$ cat config.mk
export PLATFORM = sky130hd
export DESIGN_NAME = mem_access_ctrl
export DESIGN_NICKNAME = d
export VERILOG_FILES = /design/src/rtl/mem_pkg.sv /design/src/rtl/mem_lane_align.sv /design/src/rtl/mem_access_ctrl.sv
export SDC_FILE = /design/constraint.sdc
export NUM_CORES = 1
export LEC_CHECK = 0
export ABC_AREA = 1
export CAP_MARGIN = 20
export CORE_MARGIN = 5
export CORE_UTILIZATION = 25
export CTS_BUF_LIST = sky130_fd_sc_hd__clkbuf_4
export DETAILED_ROUTE_END_ITERATION = 12
export GPL_TIMING_DRIVEN = 0
export PLACE_DENSITY = 0.59
export SLEW_MARGIN = 25
export SYNTH_ARGS = -nofsm -noshare
export SYNTH_HDL_FRONTEND = slang
export SYNTH_SLANG_ARGS = --single-unit
$ cat constraint.sdc
create_clock -name clk -period 2.3 [get_ports clk]
set_clock_uncertainty 0.2 [all_clocks]
set_input_delay 0.46 -clock clk [delete_from_list [all_inputs] [get_ports clk]]
set_output_delay 0.46 -clock clk [all_outputs]
set_load 0.01 [all_outputs]
$ cat src/rtl/mem_pkg.sv
// Shared encodings for the memory access controller.
//   SIZE_* : req_size encodings (byte/half/word/reserved)
//   ST_*   : controller FSM state encodings
package mem_pkg;

    localparam logic [1:0] SIZE_BYTE = 2'b00;
    localparam logic [1:0] SIZE_HALF = 2'b01;
    localparam logic [1:0] SIZE_WORD = 2'b10;
    localparam logic [1:0] SIZE_RSVD = 2'b11;

    localparam logic [1:0] ST_IDLE = 2'b00;
    localparam logic [1:0] ST_RD   = 2'b01;
    localparam logic [1:0] ST_WR   = 2'b10;
    localparam logic [1:0] ST_RESP = 2'b11;

endpackage

$ cat src/rtl/mem_lane_align.sv
// Combinational lane alignment for little-endian sub-word accesses.
//   word     : word read from RAM
//   wdata    : right-justified store data
//   lane     : byte address bits [1:0]
//   size     : access size (mem_pkg SIZE_*)
//   sign_ext : 1 = sign-extend loaded byte/half, 0 = zero-extend
//   rdata    : extracted and extended load result
//   merged   : read word with the addressed byte(s) replaced by wdata
module mem_lane_align
    import mem_pkg::*;
(
    input  logic [31:0] word,
    input  logic [31:0] wdata,
    input  logic [1:0]  lane,
    input  logic [1:0]  size,
    input  logic        sign_ext,
    output logic [31:0] rdata,
    output logic [31:0] merged
);

    logic [7:0]  byte_sel;
    logic [15:0] half_sel;

    always_comb begin
        byte_sel = word[7:0];
        case (lane)
            2'd0:    byte_sel = word[7:0];
            2'd1:    byte_sel = word[15:8];
            2'd2:    byte_sel = word[23:16];
            default: byte_sel = word[31:24];
        endcase
        half_sel = lane[1] ? word[31:16] : word[15:0];

        case (size)
            SIZE_BYTE: rdata = {{24{sign_ext & byte_sel[7]}}, byte_sel};
            SIZE_HALF: rdata = {{16{sign_ext & half_sel[15]}}, half_sel};
            default:   rdata = word;
        endcase
    end

    always_comb begin
        merged = word;
        case (size)
            SIZE_BYTE: begin
                case (lane)
                    2'd0:    merged[7:0]   = wdata[7:0];
                    2'd1:    merged[15:8]  = wdata[7:0];
                    2'd2:    merged[23:16] = wdata[7:0];
                    default: merged[31:24] = wdata[7:0];
                endcase
            end
            SIZE_HALF: begin
                if (lane[1]) merged[31:16] = wdata[15:0];
                else         merged[15:0]  = wdata[15:0];
            end
            default: merged = wdata;
        endcase
    end

endmodule

$ cat src/rtl/mem_access_ctrl.sv
// Load/store initiator between the CPU memory stage and a single-port word RAM
// (async read, sync write). One request in flight; sub-word stores use
// read-modify-write; misaligned, out-of-range and reserved-size requests fault
// without touching the RAM.
//   clk, rst_n          : clock, synchronous active-low reset
//   req_valid/req_ready : request handshake (ready only in IDLE)
//   req_we/size/signed  : store flag, access size, load extension
//   req_addr/req_wdata  : byte address, right-justified store data
//   rsp_valid           : one-cycle response pulse
//   rsp_rdata/rsp_fault : load data (0 for stores/faults), fault flag
//   ram_addr/din/we     : RAM word address, write word, write enable
//   ram_dout            : RAM async read data
module mem_access_ctrl
    import mem_pkg::*;
#(
    parameter int ADDR_W = 10
) (
    input  logic              clk,
    input  logic              rst_n,
    input  logic              req_valid,
    output logic              req_ready,
    input  logic              req_we,
    input  logic [1:0]        req_size,
    input  logic              req_signed,
    input  logic [31:0]       req_addr,
    input  logic [31:0]       req_wdata,
    output logic              rsp_valid,
    output logic [31:0]       rsp_rdata,
    output logic              rsp_fault,
    output logic [ADDR_W-1:0] ram_addr,
    output logic [31:0]       ram_din,
    output logic              ram_we,
    input  logic [31:0]       ram_dout
);

    logic [1:0]        state;
    logic              we_q;
    logic              signed_q;
    logic [1:0]        size_q;
    // Only the bits addressing the RAM are kept; higher bits are range-checked on accept.
    logic [ADDR_W+1:0] addr_q;
    logic [31:0]       wdata_q;
    logic [31:0]       ext_data;
    logic [31:0]       merged_data;
    logic              acc_fault;

    mem_lane_align u_align (
        .word     (ram_dout),
        .wdata    (wdata_q),
        .lane     (addr_q[1:0]),
        .size     (size_q),
        .sign_ext (signed_q),
        .rdata    (ext_data),
        .merged   (merged_data)
    );

    always_comb begin
        acc_fault = 1'b0;
        if (req_size == SIZE_RSVD)                          acc_fault = 1'b1;
        if (req_size == SIZE_HALF && req_addr[0])           acc_fault = 1'b1;
        if (req_size == SIZE_WORD && req_addr[1:0] != 2'b00) acc_fault = 1'b1;
        if (req_addr[31:ADDR_W+2] != '0)                    acc_fault = 1'b1;
    end

    assign req_ready = rst_n & (state == ST_IDLE);
    // Gated by rst_n so a reset landing in WR never commits the write.
    assign ram_we    = rst_n & (state == ST_WR);
    assign ram_addr  = addr_q[ADDR_W+1:2];

    always_ff @(posedge clk) begin
        if (!rst_n) begin
            state     <= ST_IDLE;
            we_q      <= 1'b0;
            signed_q  <= 1'b0;
            size_q    <= SIZE_BYTE;
            addr_q    <= '0;
            wdata_q   <= '0;
            rsp_valid <= 1'b0;
            rsp_rdata <= '0;
            rsp_fault <= 1'b0;
            ram_din   <= '0;
        end else begin
            rsp_valid <= 1'b0;
            case (state)
                ST_IDLE: begin
                    if (req_valid) begin
                        we_q     <= req_we;
                        signed_q <= req_signed;
                        size_q   <= req_size;
                        addr_q   <= req_addr[ADDR_W+1:0];
                        wdata_q  <= req_wdata;
                        if (acc_fault) begin
                            state     <= ST_RESP;
                            rsp_valid <= 1'b1;
                            rsp_rdata <= '0;
                            rsp_fault <= 1'b1;
                        end else begin
                            state <= ST_RD;
                        end
                    end
                end
                ST_RD: begin
                    if (we_q) begin
                        ram_din <= merged_data;
                        state   <= ST_WR;
                    end else begin
                        state     <= ST_RESP;
                        rsp_valid <= 1'b1;
                        rsp_rdata <= ext_data;
                        rsp_fault <= 1'b0;
                    end
                end
                ST_WR: begin
                    state     <= ST_RESP;
                    rsp_valid <= 1'b1;
                    rsp_rdata <= '0;
                    rsp_fault <= 1'b0;
                end
                default: state <= ST_IDLE;
            endcase
        end
    end

endmodule

==> results.sh, run 1 <==
export IMPL_status="completed"
export IMPL_synth_area_um2=5790
export IMPL_postCtsHoldBufs=0
export IMPL_worst_slew_pin_slew_ps=702
export IMPL_hp_class="flop to flop"
export IMPL_die_area_um2=26300
export IMPL_worstPathRequired_ps=1640
export IMPL_drc=0
export IMPL_critical_path_class="primary input to output port"
export IMPL_grt_pass1_wl_mm=35.9
export IMPL_finalSetupViolCount=0
export IMPL_vias=6525
export IMPL_antenna_found_initial=2
export IMPL_die_h_um=162
export IMPL_final_nets=1148
export IMPL_areaGrowthSynthToFinish_pct=43.1
export IMPL_cts_buffer_depth=2
export IMPL_slew_violations=0
export IMPL_grt_overflow_total=0
export IMPL_hold_ws_ps=263
export IMPL_drive_gt1_frac=0.0856
export IMPL_grt_pass1_vias=6231
export IMPL_ctsRootBufferMaster="clkbuf_4"
export IMPL_initial_core_util=0.255
export IMPL_wl_mm=24.2
export IMPL_final_cell_area_um2=8280
export IMPL_grt_max_degree=17
export IMPL_power_leakage_nw=3.24
export IMPL_cts_sinks=116
export IMPL_dpl_cell_area_um2=7950
export IMPL_hpwlAfterDp_mm=19.6
export IMPL_final_cell_mix="177 x clkdlybuf4s50_1, 136 x o21ai_0, 130 x nor2_1, 114 x dfxtp_1, 111 x nand2_1"
export IMPL_crit_slowest_cell="clkdlybuf4s15_2"
export IMPL_firstDrtPassIters=5
export IMPL_path_cells="clkdlybuf4s15_2 > clkbuf_4 > clkbuf_8 > nand2_1 > inv_1 > dlygate4sd2_1"
export IMPL_dp_slack_ps=-1150
export IMPL_synth_nets=948
export IMPL_clk_pin_slew_ps=110
export IMPL_numCtsBuffers=17
export IMPL_post_route_period_util=0.968
export IMPL_nFillCells=2474
export IMPL_ys_ff_latch=116
export IMPL_synth_distinct_cells=32
export IMPL_yosysWarningCount=0
export IMPL_worst_setup_path_start_kind="primary input"
export IMPL_cts_tree="done"
export IMPL_ir_worst_vdd_mv=0.325
export IMPL_grt_usage=0.179
export IMPL_worstPathMaxFanout=10
export IMPL_row_count=55
export IMPL_max_freq_mhz=449
export IMPL_routabilityCongestion=0.922
export IMPL_final_common_cell="clkdlybuf4s50_1"
export IMPL_htreeDepth=4
export IMPL_io_pins=181
export IMPL_syn_area_per_cell_um2=6.89
export IMPL_drtIter0Drc=509
export IMPL_detail_route_antenna_nets=0
export IMPL_power_density_nw_per_um2=959
export IMPL_port_buffers=180
export IMPL_maxCapViolCount=0
export IMPL_dp_cells=1305
export IMPL_clk_latency_ps=540
export IMPL_die_x_um=162
export IMPL_slowest_delay_ps=270
export IMPL_via_per_inst=4.88
export IMPL_total_power_w=0.00794
export IMPL_core_um2=22700
export IMPL_finalWorstSetupSlack_ps=74.3
export IMPL_rsz0062_at_grt="true"
export IMPL_end_kind="output port"
export IMPL_yosysSeqAreaShare=0.401
export IMPL_finalHoldViolations=0
export IMPL_syn_inst=840
export IMPL_period_needed_ps=2230
export IMPL_arrival_ps=1570
export IMPL_routedWlPerCell_um=18.1
export IMPL_final_cells=1337
export IMPL_slew_headroom=0.532
-- timing repair --
action | CTS | global route
endpoints found under the setup margin | 44 | 31
pin swaps | 1 | 0
gates resized for setup | 20 | 12
setup buffers | 1 | 0
-- flip-flops by register name, summed over array words and instances (netlist names) --
name / flops
wdata_q: 32
rsp_rdata: 32
signed_q: 1
we_q: 1
ram_din: 32
state: 2
addr_q: 12
rsp_fault: 1
size_q: 2
rsp_valid: 1
-- where the power goes --
| part | switching, W | internal (W) |
|---|---|---|
| registers | 0.000326 | 0.00244 |
| logic | 0.00225 | 0.00141 |
| clock network | 0.000775 | 0.000737 |
-- worst max-delay path: cells and delay by family --
family,cells,cell delay (ps)
and+or+nand+nor,1,90
buffers and inverters,5,1010
-- Yosys cell counts, drive strengths merged --
cell type,count,area [um2]
dfxtp,116,2320
nand4,18,113
o22ai,5,31.3
a221oi,8,70.1
a22oi,1,7.51
nand3,17,97.6
nand2,115,452
a31oi,3,18.8
o221ai,1,8.76
nor3,1,16.3
o211ai,12,90.1
inv,77,289
a21oi,106,531
o2111ai,1,8.76
ha,5,62.6
clkinv,2,7.51
a21boi,1,11.3
buf,28,186
a41oi,9,78.8
nor2,136,537
clkbuf,34,128
o21ai,144,721
-- area by class of cell --
class                   instances  area (um2)  area share
multi-input cells             583        2880       0.347
repair buffers                181        1810       0.219
well taps                     285         357      0.0431
inverters                      79         297      0.0358
clock inverters                12         140      0.0169
plain buffers                  62         335      0.0405
flip-flops and latches        116        2330       0.281
diodes                          1        2.50    0.000302
clock buffers                  18         135      0.0163
-- metal layers --
metal	vias up	track usage	wire length, um
met4	2	0.0596	560
met3	30	0.0457	1920
met1	2999	0.238	10900
li1	3235	-	-
met2	259	0.282	10800
met5	-	0	18
-- worst paths after layout --
kind | cells past startpoint | slack, ps | startpoint | end
hold / removal | 2 | 260 | wdata_q[16]$_SDFFE_PN0P_ | wdata_q[16]$_SDFFE_PN0P_
hold reg to reg | 2 | 260 | wdata_q[16]$_SDFFE_PN0P_ | wdata_q[16]$_SDFFE_PN0P_
setup reg to reg | 7 | 140 | size_q[0]$_SDFFE_PN0P_ | ram_din[0]$_SDFFE_PN0P_
setup / recovery | 6 | 70 | rst_n | req_ready
-- per-stage QoR --
stage | utilization | setup TNS (ps)
6_report | 0.365 | 0
2_1_floorplan | - | 0
4_1_cts | 0.364 | 0
3_5_place_dp | 0.350 | -17330
5_1_grt | 0.365 | -1.32
3_3_place_gp | 0.350 | -16030
-- cells by family (layout without fill, tap and decap cells) --
family                   after synthesis  count (layout)  synth area share
AND/OR/NAND/NOR                      287             287             0.210
flip-flops                           116             116             0.401
other                                  0               1                 0
buffers and inverters                141             352             0.106
adder cells (fa/ha/maj)                5               5            0.0108
AO/OA/AOI/OAI                        291             291             0.272
(Power assumes the default switching activity.)
==> inputs of run 2 (changes only) <==
--- a/config.mk
+++ b/config.mk
@@ -13,2 +13,3 @@
 export DETAILED_ROUTE_END_ITERATION = 12
+export GPL_ROUTABILITY_DRIVEN = 0
 export GPL_TIMING_DRIVEN = 0
--- a/constraint.sdc
+++ b/constraint.sdc
@@ -4,2 +4,2 @@
 set_output_delay 0.46 -clock clk [all_outputs]
-set_load 0.01 [all_outputs]
+set_load 0.1 [all_outputs]
==> run 2 against run 1 <==
Against the previous run:
- clock power rose by 6%
- utilization rose by 0.51 points
- largest power group unchanged
- combinational power rose by 40%
- highest routed layer unchanged
- cell area rose by 1.4%
- global-route usage fell by 0.18 points
- hold slack got worse by 1.0 ps
==> results.sh, run 2 (same netlist as run 1, synthesis figures left out) <==
export IMPL_ff2ff_path_depth=9
export IMPL_critical_path_class="flop to output port"
export IMPL_die_area_um2=26300
export IMPL_wl_mm=23.8
export IMPL_final_nets=1149
export IMPL_cts_buffer_depth=2
export IMPL_rsz0062_at_grt="true"
export IMPL_path_cells="inv_1 > ha_2 > nand2_1 > inv_1 > buf_12"
export IMPL_clk_pin_slew_ps=110
export IMPL_worstPathMaxFanout=6
export IMPL_drtIter0Drc=674
export IMPL_worstPathRequired_ps=1640
export IMPL_final_cell_area_um2=8390
export IMPL_die_h_um=162
export IMPL_period_needed_ps=2260
export IMPL_grt_max_degree=17
export IMPL_crit_slowest_cell="dfxtp_2"
export IMPL_r2r_end="rsp_rdata[13]$_SDFFE_PN0P_"
export IMPL_slowest_delay_ps=360
export IMPL_finalSetupViolCount=0
export IMPL_vias=6586
export IMPL_r2r_slack_ps=80
export IMPL_grt_overflow_total=0
export IMPL_post_route_period_util=0.983
export IMPL_crit_end="req_ready"
export IMPL_core_um2=22700
export IMPL_die_x_um=162
export IMPL_hp_class="flop to flop"
export IMPL_port_buffers=180
export IMPL_numCtsBuffers=17
export IMPL_power_density_nw_per_um2=1130
export IMPL_htreeDepth=4
export IMPL_via_per_inst=4.92
export IMPL_drc=0
export IMPL_detail_route_antenna_nets=0
export IMPL_row_count=55
export IMPL_cts_sinks=116
export IMPL_grt_pass1_wl_mm=35.6
export IMPL_io_pins=181
export IMPL_antenna_found_initial=2
export IMPL_cp_common_cell="inv_1"
export IMPL_finalHoldViolations=0
export IMPL_hpwlAfterDp_mm=19.3
export IMPL_final_common_cell="o21ai_0"
export IMPL_end_kind="output port"
export IMPL_slew_violations=0
export IMPL_drive_gt1_frac=0.155
export IMPL_grt_pass1_vias=6385
export IMPL_nFillCells=2482
export IMPL_power_leakage_nw=3.28
export IMPL_areaGrowthSynthToFinish_pct=45.1
export IMPL_r2r_start="state[1]$_SDFFE_PN0N_"
export IMPL_hold_path_startpoint="wdata_q[16]$_SDFFE_PN0P_"
export IMPL_cts_tree="done"
export IMPL_ctsRootBufferMaster="clkbuf_4"
export IMPL_reg_largest_list="ram_din x32, rsp_rdata x32, wdata_q x32"
export IMPL_worst_setup_path_start_kind="flop"
export IMPL_crit_path_start="state[1]$_SDFFE_PN0N_"
export IMPL_final_core_util=0.370
export IMPL_routedWlPerCell_um=17.8
export IMPL_maxCapViolCount=0
export IMPL_grt_usage=0.177
export IMPL_initial_core_util=0.255
export IMPL_postCtsHoldBufs=0
export IMPL_clk_latency_ps=540
export IMPL_dpl_cell_area_um2=7950
export IMPL_status="completed"
export IMPL_slew_headroom=0.504
export IMPL_max_freq_mhz=442
export IMPL_arrival_ps=1600
export IMPL_worst_slew_pin_slew_ps=741
export IMPL_firstDrtPassIters=5
export IMPL_final_cell_mix="135 x o21ai_0, 130 x nor2_1, 114 x dfxtp_1, 111 x nand2_1, 106 x a21oi_1"
export IMPL_ir_worst_vdd_mv=0.446
export IMPL_setup_tns_ps=0
[run 2: cell count changes in the layout (fill, tap and decap cells not counted), moves of 2 or more]
cell,before,now
inv_2,10,8
clkbuf_2,6,4
clkbuf_1,26,28
clkdlybuf4s50_1,177,101
clkinv_2,4,2
inv_1,67,69
clkdlybuf4s15_2,1,77
[run 2: cell type report]
type	count	area [um2]	area share
antenna	1	2.50	0.000298
tap	285	357	0.0425
sequential	116	2320	0.277
buffer	62	327	0.0389
clock buffer	18	135	0.0161
clock inverter	12	164	0.0195
inverter	79	297	0.0353
timing repair buffer	182	1920	0.229
multi-input combinational	583	2860	0.341
[run 2: per-stage QoR]
| stage | hold WS (ps) | total power [W] | cells | setup slack, ps |
|---|---|---|---|---|
| 3_5_place_dp | 247 | 0.00788 | 1305 | -1700 |
| 6_report | 262 | 0.00951 | 1338 | 40.0 |
| 3_3_place_gp | 238 | 0.00783 | 1305 | -1690 |
| 5_1_grt | 289 | 0.0101 | 1338 | -64.1 |
| 2_1_floorplan | 224 | 0.00640 | 840 | 18.8 |
| 4_1_cts | 263 | 0.00949 | 1337 | -36.5 |
[run 2: layer usage]
layer	wire length [um]	part of all wire	GRT usage
met1	10400	0.44	0.235
met3	2150	0.090	0.0431
met5	17	0.00071	0
met2	10500	0.44	0.277
met4	808	0.034	0.0677
[run 2: critical path: cells and delay by family, from the launching register on]
family / cells / cell delay, ps
DFF: 1 / 360
buffers and inverters: 3 / 360
adders and majority gates: 1 / 250
and+or+nand+nor: 1 / 90
[run 2: timing repair]
| action | 4_1_cts | 5_1_grt |
|---|---|---|
| setup endpoints to repair | 114 | 45 |
| setup buffers | 2 | 0 |
| pin swaps | 1 | 0 |
| gates resized for setup | 254 | 11 |
[run 2: report_power, final]
part / total [W] / switching (W) / internal, W / leakage, nW
combinational: 0.00513 / 0.00377 / 0.00136 / 2.18
clock: 0.00160 / 0.000758 / 0.000847 / 0.152
sequential: 0.00277 / 0.000331 / 0.00244 / 0.949
[run 2: worst min-delay path by stage]
stage / to / cells past startpoint
global route: rsp_rdata[25]$_SDFFE_PN0P_ / 2
finish: wdata_q[16]$_SDFFE_PN0P_ / 2
CTS: wdata_q[16]$_SDFFE_PN0P_ / 2
floorplan: wdata_q[16]$_SDFFE_PN0P_ / 2
detailed placement: wdata_q[16]$_SDFFE_PN0P_ / 2
global placement: wdata_q[16]$_SDFFE_PN0P_ / 2
==> RTL edit, RTL diff (settings of run 2) <==
Change the parameter `ADDR_W` from 10 to 11.
--- a/src/rtl/mem_access_ctrl.sv
+++ b/src/rtl/mem_access_ctrl.sv
@@ -14,5 +14,5 @@
     import mem_pkg::*;
 #(
-    parameter int ADDR_W = 10
+    parameter int ADDR_W = 11
 ) (
     input  logic              clk,
Ports: changed (resized ram_addr); port bits go from 181 to 182. No check against the original RTL was run, so the function may have changed too.
==> RTL edit against run 2 <==
Clock power fell by 17%. Worst setup slack improved by 45 ps. Global-route usage is 0.56 points lower. Register-to-register slack gained 50 ps. Cell area down 2.0%. Wire length fell by 6.3%. Hold slack better by 3.9 ps. Power fell by 3.9%. Via count fell by 5.0%. Sequential cell count grew 1. Synthesized area is 2.7% lower. Die area fell by 2.6%. Fmax up 2.0%. Critical path type is now in2out. Critical endpoint is now ram_we. Largest cell class unchanged. Highest routed layer unchanged.
==> RTL edit: results (changes against run 2) <==
* Worst-path clk slew at 90 ps (was 110 ps)
* Wire length of the first global-routing pass at 34200 µm (was 35600 µm)
* Critical Path AT at 1550 ps (was 1600 ps)
* Syn_nets at 925 (was 948)
* Register area share after synthesis at 41.6% (was 40.1%)
* Slew @ Worst Pin at 669 ps (was 741 ps)
* Setup crit start: rst_n (was state[1])
* GRT Resource Usage Total at 17.1% (was 17.7%)
* Top post-synthesis cells by area: dfxtp_1 42%, o21ai_0 14%, a21oi_1 11% (was dfxtp_1 40%, o21ai_0 12%, a21oi_1 9.2%)
* Status: finished clean (unchanged)
* Biggest registers after layout: ram_din (32), rsp_rdata (32), wdata_q (32) (unchanged)
* HP Start: wdata_q[21] (was wdata_q[16])
* Detailed Route Iter0 Violations at 536 (was 674)
* Peak supply drop at 0.000548 V (was 0.000446 V)
* Vias/cell at 4.75 (was 4.92)
* Hold endpoint: wdata_q[21] (was wdata_q[16])
* Share of cells above drive strength 1 at 15.3% (was 15.5%)
* Fill count at 2468 (was 2482)
* TritonCTS Buffers at 17 (unchanged)
* Worst hold slack at 266 ps (was 262 ps)
* Synthesized cell area at 0.00563 mm² (was 0.00579 mm²)
* Leak at 3.14 nW (was 3.28 nW)
* Signal buffers at 250 (was 244)
* Inverters at 67 (was 79)
* Final non-clock buffer share at 27.8% (was 26.8%)
* Critical Path End: ram_we (was req_ready)
* WL/cell at 16.9 µm (was 17.8 µm)
* Synthesis Warnings at 0 (unchanged)
* Clkbuf count at 22 (was 18)
* Largest net degree at the start of global routing at 17 (unchanged)
* Clock latency on the worst-skew pair at 530 ps
* R2R Setup Slk at 130 ps (was 80 ps)
* Port bufs at 181 (was 180)
* Post-CTS resize count at 261 (was 254)
* ANT cells at 2 (was 1)
* DP Area at 0.00780 mm² (was 0.00795 mm²)
* Seq cells post-synth at 117 (was 116)
* Post-synth top cells: 153 x o21ai_0, 122 x a21oi_1, 118 x nor2_1 (was 137 x o21ai_0, 131 x nor2_1, 116 x dfxtp_1)
* Crit-path slowest cell: clkdlybuf4s15_1 (was dfxtp_2)
* Vias in the first global route at 6005 (was 6385)
* Comb_multi_in at 567 (was 583)
* Delay-heaviest family, CP: buffers and inverters (was flip-flops)
* Fraction of area in multi-input gates at 33.5% (was 34.1%)
* Unique cell type count in the Yosys netlist at 27 (was 32)
* Clock Path Buffers at 2 (unchanged)
* Final-layout clock-cell area share at 2.75% (was 3.56%)
* Reg area at 0.00235 mm² (was 0.00232 mm²)
* R2r startpoint: size_q[1] (was state[1])
* Layout Nets at 1128 (was 1149)
* R2r endpoint: rsp_rdata[6] (was rsp_rdata[13])
* Dpl ws at -1670 ps (was -1700 ps)
* Dpl hpwl at 18000 µm (was 19300 µm)
* Slowest cell delay on critical path at 300 ps (was 360 ps)
* Worst Path Max Fanout at 10 (was 6)
[RTL edit: where the power goes]
part / internal (mW) / leakage (nW) / switching, mW
clock network: 0.566 / 0.136 / 0.760
registers: 2.47 / 0.957 / 0.290
logic: 1.35 / 2.05 / 3.70
[RTL edit: logic make-up after synthesis]
family                     synth area share, %
AOI/OAI and AO/OA                         28.8
and+or+nand+nor                           18.5
buffers and inverters                     9.94
DFF                                       41.6
adders and majority gates                 1.11
[RTL edit: per-layer routing]
metal | up-vias | global-route usage, % | wire length (µm)
li1 | 3153 | - | -
met1 | 2787 | 21.8 | 9780
met2 | 266 | 27.0 | 9880
met3 | 50 | 5.75 | 1880
met4 | 2 | 6.34 | 782
met5 | - | 0 | 12
[RTL edit: stage by stage]
step / cells / util, %
after detailed placement: 1283 / 34.8
after floorplan: 817 / -
after global routing: 1317 / 36.7
final: 1318 / 36.7
after global placement: 1283 / 34.8
after CTS: 1315 / 36.5
